## src/rtl/wide_add_seq_pkg.sv

```systemverilog
// Shared definitions for the slice-serial wide adder: controller states and slice width.
package wide_add_seq_pkg;

    localparam int SLICE_W = 16;

    typedef enum logic [1:0] {
        ST_IDLE = 2'd0,
        ST_RUN  = 2'd1,
        ST_DONE = 2'd2
    } state_t;

endpackage

```

## src/rtl/add16_slice.sv

```systemverilog
// 16-bit ripple-carry adder; the one shared arithmetic unit of the wide adder.
module add16_slice
    import wide_add_seq_pkg::*;
(
    input  logic [SLICE_W-1:0] a,
    input  logic [SLICE_W-1:0] b,
    input  logic               ci,
    output logic [SLICE_W-1:0] s,
    output logic               co
);

    always_comb begin : ripple
        logic c;
        c = ci;
        s = '0;
        for (int i = 0; i < SLICE_W; i++) begin
            s[i] = a[i] ^ b[i] ^ c;
            c    = (a[i] & b[i]) | (c & (a[i] ^ b[i]));
        end
        co = c;
    end

endmodule

```

## src/rtl/wide_add_seq.sv

```systemverilog
// Slice-serial W-bit adder/subtractor: one 16-bit slice per RUN cycle through a shared adder.
module wide_add_seq
    import wide_add_seq_pkg::*;
#(
    parameter int SLICES = 4
) (
    input  logic                        clk,
    input  logic                        rst_n,
    input  logic                        start,
    input  logic                        abort,
    input  logic                        sub,
    input  logic [SLICE_W*SLICES-1:0]   a,
    input  logic [SLICE_W*SLICES-1:0]   b,
    input  logic                        cin,
    output logic                        busy,
    output logic                        done,
    output logic [SLICE_W*SLICES-1:0]   sum,
    output logic                        cout,
    output logic                        ovf
);

    localparam int W     = SLICE_W * SLICES;
    localparam int IDX_W = $clog2(SLICES);
    localparam logic [IDX_W-1:0] LAST_IDX = IDX_W'(SLICES - 1);

    state_t             state, state_nxt;
    logic [IDX_W-1:0]   idx;
    logic [W-1:0]       a_q;
    logic [W-1:0]       b_q;
    logic               carry;

    logic [SLICE_W-1:0] slice_a, slice_b, slice_s;
    logic               slice_co;
    logic               accept, step, finish, cancel;

    // NOTE: every output of this block gets a default first, so no path leaves one unassigned and no latch is inferred.
    always_comb begin
        state_nxt = state;
        accept    = 1'b0;
        step      = 1'b0;
        finish    = 1'b0;
        cancel    = 1'b0;
        case (state)
            ST_IDLE, ST_DONE: begin
                if (start) begin
                    accept    = 1'b1;
                    state_nxt = ST_RUN;
                end else begin
                    state_nxt = ST_IDLE;
                end
            end
            ST_RUN: begin
                if (abort) begin
                    cancel    = 1'b1;
                    state_nxt = ST_IDLE;
                end else begin
                    step = 1'b1;
                    if (idx == LAST_IDX) begin
                        finish    = 1'b1;
                        state_nxt = ST_DONE;
                    end
                end
            end
            default: state_nxt = ST_IDLE;
        endcase
    end

    always_ff @(posedge clk or negedge rst_n) begin
        if (!rst_n) state <= ST_IDLE;
        else        state <= state_nxt;
    end

    assign busy = (state == ST_RUN);
    assign done = (state == ST_DONE);

    assign slice_a = a_q[idx*SLICE_W +: SLICE_W];
    assign slice_b = b_q[idx*SLICE_W +: SLICE_W];

    add16_slice u_slice (
        .a  (slice_a),
        .b  (slice_b),
        .ci (carry),
        .s  (slice_s),
        .co (slice_co)
    );

    // Subtraction is folded in at capture time: B is stored inverted and the carry preloaded with 1.
    // NOTE: the operand registers are small flops, not a RAM, so they take the async reset like all other state.
    always_ff @(posedge clk or negedge rst_n) begin
        if (!rst_n) begin
            idx   <= '0;
            a_q   <= '0;
            b_q   <= '0;
            carry <= 1'b0;
            sum   <= '0;
            cout  <= 1'b0;
            ovf   <= 1'b0;
        end else if (accept) begin
            // NOTE: non-blocking assignments keep every register updating from pre-edge values.
            a_q   <= a;
            b_q   <= sub ? ~b : b;
            carry <= sub ? 1'b1 : cin;
            idx   <= '0;
            sum   <= '0;
            cout  <= 1'b0;
            ovf   <= 1'b0;
        end else if (cancel) begin
            idx  <= '0;
            sum  <= '0;
            cout <= 1'b0;
            ovf  <= 1'b0;
        end else if (step) begin
            sum[idx*SLICE_W +: SLICE_W] <= slice_s;
            carry <= slice_co;
            idx   <= idx + 1'b1;
            if (finish) begin
                cout <= slice_co;
                ovf  <= (a_q[W-1] == b_q[W-1]) && (slice_s[SLICE_W-1] != a_q[W-1]);
            end
        end
    end

endmodule
```

## config.mk

```make
export PLATFORM = sky130hd
export DESIGN_NAME = wide_add_seq
export DESIGN_NICKNAME = d
export VERILOG_FILES = /design/src/rtl/wide_add_seq_pkg.sv /design/src/rtl/add16_slice.sv /design/src/rtl/wide_add_seq.sv
export SDC_FILE = /design/constraint.sdc
export NUM_CORES = 1
export LEC_CHECK = 0
export CAP_MARGIN = 20
export CORE_ASPECT_RATIO = 0.8
export CORE_MARGIN = 4
export CORE_UTILIZATION = 46
export CTS_CLUSTER_DIAMETER = 40
export DETAILED_ROUTE_END_ITERATION = 7
export PLACE_DENSITY_LB_ADDON = 0.12
export REMOVE_ABC_BUFFERS = 1
export SYNTH_ARGS = -nofsm -noshare
export SYNTH_HDL_FRONTEND = slang
export SYNTH_SLANG_ARGS = --single-unit
```

## constraint.sdc

```tcl
create_clock -name clk -period 8.2 [get_ports clk]
set_clock_uncertainty 0.15 [all_clocks]
set_input_delay 1.64 -clock clk [delete_from_list [all_inputs] [get_ports clk]]
set_output_delay 1.64 -clock clk [all_outputs]
set_load 0.02 [all_outputs]
```

==> metrics.cfg <==
[clock_tree]
root_buffer=clkbuf_16
cts_inserted_buffers=17
clkSinkCount=199
hold_buffers=0
cts.repair_timing.setup_buffer_count=0
h-tree-depth=4
post_cts_resized=0
path_clk_slew_ns=0.08
tritoncts=done
insertion_delay_ns=0.44
cts_buffer_depth=2

[timing]
timing_max_transition_violations_final=0
report.final.hold_viol_count=0
worstMarginPinSlew_ns=1.11
timing.fmax_mhz=128
slew_headroom_pct=26.0
final.period_utilization_pct=95.6
finalSetupViolations=0
grt_setup_unrepaired=false
final.hold.worst_slack_ns=0.324
finalWorstPathRequiredPeriod_ns=7.84
timing.final.ws_setup_ns=0.358

[floorplanning]
core.rowCount=46
fp.dieArea_sq_mm=0.0224
dieWidth_microns=166
io_pins=202
initial_core_util_pct=46.7
core_region_area_sq_mm=0.0197
die_y_microns=135

[placement]
gpl.final_weighted_congestion=0.758
placedCellCount=1249
detailedPlace.worstSlack_ns=0.248
detailed_place_hpwl_microns=15400
buffer_ports.inserted=201

[synth]
synth_top_area_share_pct=54.0
ys_seq_area_share_pct=54.0
synthesis.yosys.warnings=0
netlist-cell-type-count=37
yosys-top-cells-area=dfrtp_1 (54%), nand2_1 (10%), mux4_2 (7.8%)
number_of_enable_flip_flop_cells_after_synthesis=0
syn_inst=826
synth_flop_cell=dfrtp_1
async_flop_share_pct=100
synthDominantAreaCellType=dfrtp_1
synth.cell_area_sq_mm=0.00922
avgSynthCellArea_sq_um=11.2
synth.ff_latch_count=199

[route]
vias=6366
detailed_route_drc_error_count=0
postRouteWirelength_microns=22400
antenna_left=0
routedWlPerCell_microns=17.5
drtIter0Drc=384
post_drt_via_cell_ratio=4.97
drtPass1Iterations=4

[setup_path]
worst_ep_arrival_time_ns=8.00
timing.setup.critical_path_class=reg2reg
cp-start-kind=register
critPathRequiredTime_ns=8.35
path_max_fanout=4
end_kind=register

[global_route]
grt_max_degree=127
grt_pass1_vias=6535
grt_antenna_before_repair=0
track_usage_pct=20.6
grt_first_pass_wirelength_microns=36400
remaining_overflow_grt=0

[flow_run]
cap_viol_max_count=0

[finish]
layout.cells.non_filler=1281
antenna_cells=0
fillCellCount=1621
area_growth_pct=29.9
final_layout_size_suffix_gt1_share_pct=10.4
post_layout_nets=1158
final_core_utilization_pct=60.7

[run_status]
result_of_the_run=complete, no violations

[pwr]
p_leak_nw=5.26
peakVddDrop_mv=0.171
power.density_cell_area_mw_per_mm2=292

[hold_path]
timing.hold.worst.class=reg2reg

critical path, stage by stage, from the launching register on:
cell and delay [ns]:
dfrtp_2 0.44, mux4_2 0.33, inv_1 0.05, fa_1 0.42, fa_1 0.39, fa_1 0.40, fa_2 0.37, fa_1 0.38
fa_1 0.40, fa_1 0.39, fa_1 0.40, fa_1 0.41, fa_1 0.39, fa_1 0.38, fa_1 0.39, fa_2 0.37
inv_1 0.09, fa_1 0.18, inv_1 0.06, fa_1 0.39, fa_1 0.48, and3_1 0.20, o21ai_0 0.16, a21oi_1 0.08
layout by cell type (no fill, tap or decap), types with 2 or more instances in the layout:
cell               n
fa_1              14
clkdlybuf4s50_1  199
inv_2              2
inv_1             37
ha_1               4
clkbuf_16         17
a32o_1             2
buf_4             11
o21ai_0           68
o2bb2ai_2         10
mux4_2            32
xnor2_1           64
clkinvlp_4         3
or2_2              3
nor2_1             4
nand3_2            2
dfrtp_2            2
dfrtp_1          197
clkbuf_8           3
a2bb2o_1           3
nand2_1          257
o2bb2ai_1         50
nor2b_1            2
fa_2               2
inv_6              7
a21oi_2            3
kinds of logic (layout without fill, tap and decap cells):
kind of cell	Yosys count	after routing	share of synthesized area [%]
muxes	32	32	7.82
adders and majority gates	20	20	4.02
AOI/OAI and AO/OA	142	142	11.4
and+or+nand+nor	278	278	12.2
buffers and inverters	91	282	4.47
xor gates and xnor gates	64	64	6.08
DFF	199	199	54.0
sequential cells by signal, indices dropped and copies added, names as in the netlist:
name and cells:
sum 64, idx 2, b_q 64, a_q 64
carry 1, ovf 1, state 2, cout 1
final timing paths:
check                           cells after the start      end  slack [ns]  startpoint
worst max register to register                     23      ovf        0.36      idx[0]
worst min register to register                      2  b_q[62]        0.32     b_q[62]
min in group asynchronous                           1   b_q[1]        1.21       rst_n
worst max-delay path                               23      ovf        0.36      idx[0]
worst min-delay path                                2  b_q[62]        0.32     b_q[62]
max in group asynchronous                           2   b_q[7]        5.21       rst_n
power breakdown:
group	total (W)	internal (W)	switching [W]	leakage, nW
clock network	0.000839	0.000444	0.000395	0.280
registers	0.00132	0.00120	0.000124	2.56
logic	0.00133	0.000599	0.000730	2.43
synth_stat cells, types with 2 or more instances:
| cell type | count |
|---|---|
| a2bb2o_1 | 3 |
| a32o_1 | 2 |
| xnor2_1 | 64 |
| o2bb2ai_1 | 50 |
| buf_2 | 26 |
| or2_2 | 3 |
| buf_4 | 6 |
| inv_2 | 2 |
| a21oi_2 | 3 |
| clkbuf_1 | 17 |
| o21ai_0 | 68 |
| nand2b_1 | 2 |
| fa_1 | 16 |
| inv_1 | 37 |
| nor2b_1 | 3 |
| dfrtp_1 | 199 |
| buf_6 | 2 |
| nand2_1 | 257 |
| mux4_2 | 32 |
| nand3_2 | 2 |
| ha_1 | 4 |
| nor2_1 | 4 |
| o2bb2ai_2 | 10 |
through the flow:
step                total power (W)  instance area (sq um)  TNS (ns)
global route                0.00373                  12000         0
finish                      0.00349                  12000         0
floorplan                   0.00219                   8950     -2.51
global placement            0.00266                  11400         0
detailed placement          0.00267                  11400         0
CTS                         0.00352                  12000         0
metal layers:
metal / vias up / wire length, microns / GRT usage [%]
met2: 156 / 9950 / 31.1
met5: - / 0 / 0
met4: 0 / 382 / 6.04
met3: 25 / 1190 / 4.51
li1: 3105 / - / -
met1: 3080 / 10900 / 30.5
final cells by class:
type                            count  area, sq um  area share [%]
Sequential cell                   199         4980            41.6
Multi-Input combinational cell    536         3840            32.1
Timing Repair Buffer              211         2090            17.4
Clock buffer                       19          453            3.78
Tap cell                          264          330            2.76
Inverter                           39          146            1.22
Clock inverter                     13          130            1.09
(Power assumes the default switching activity.)
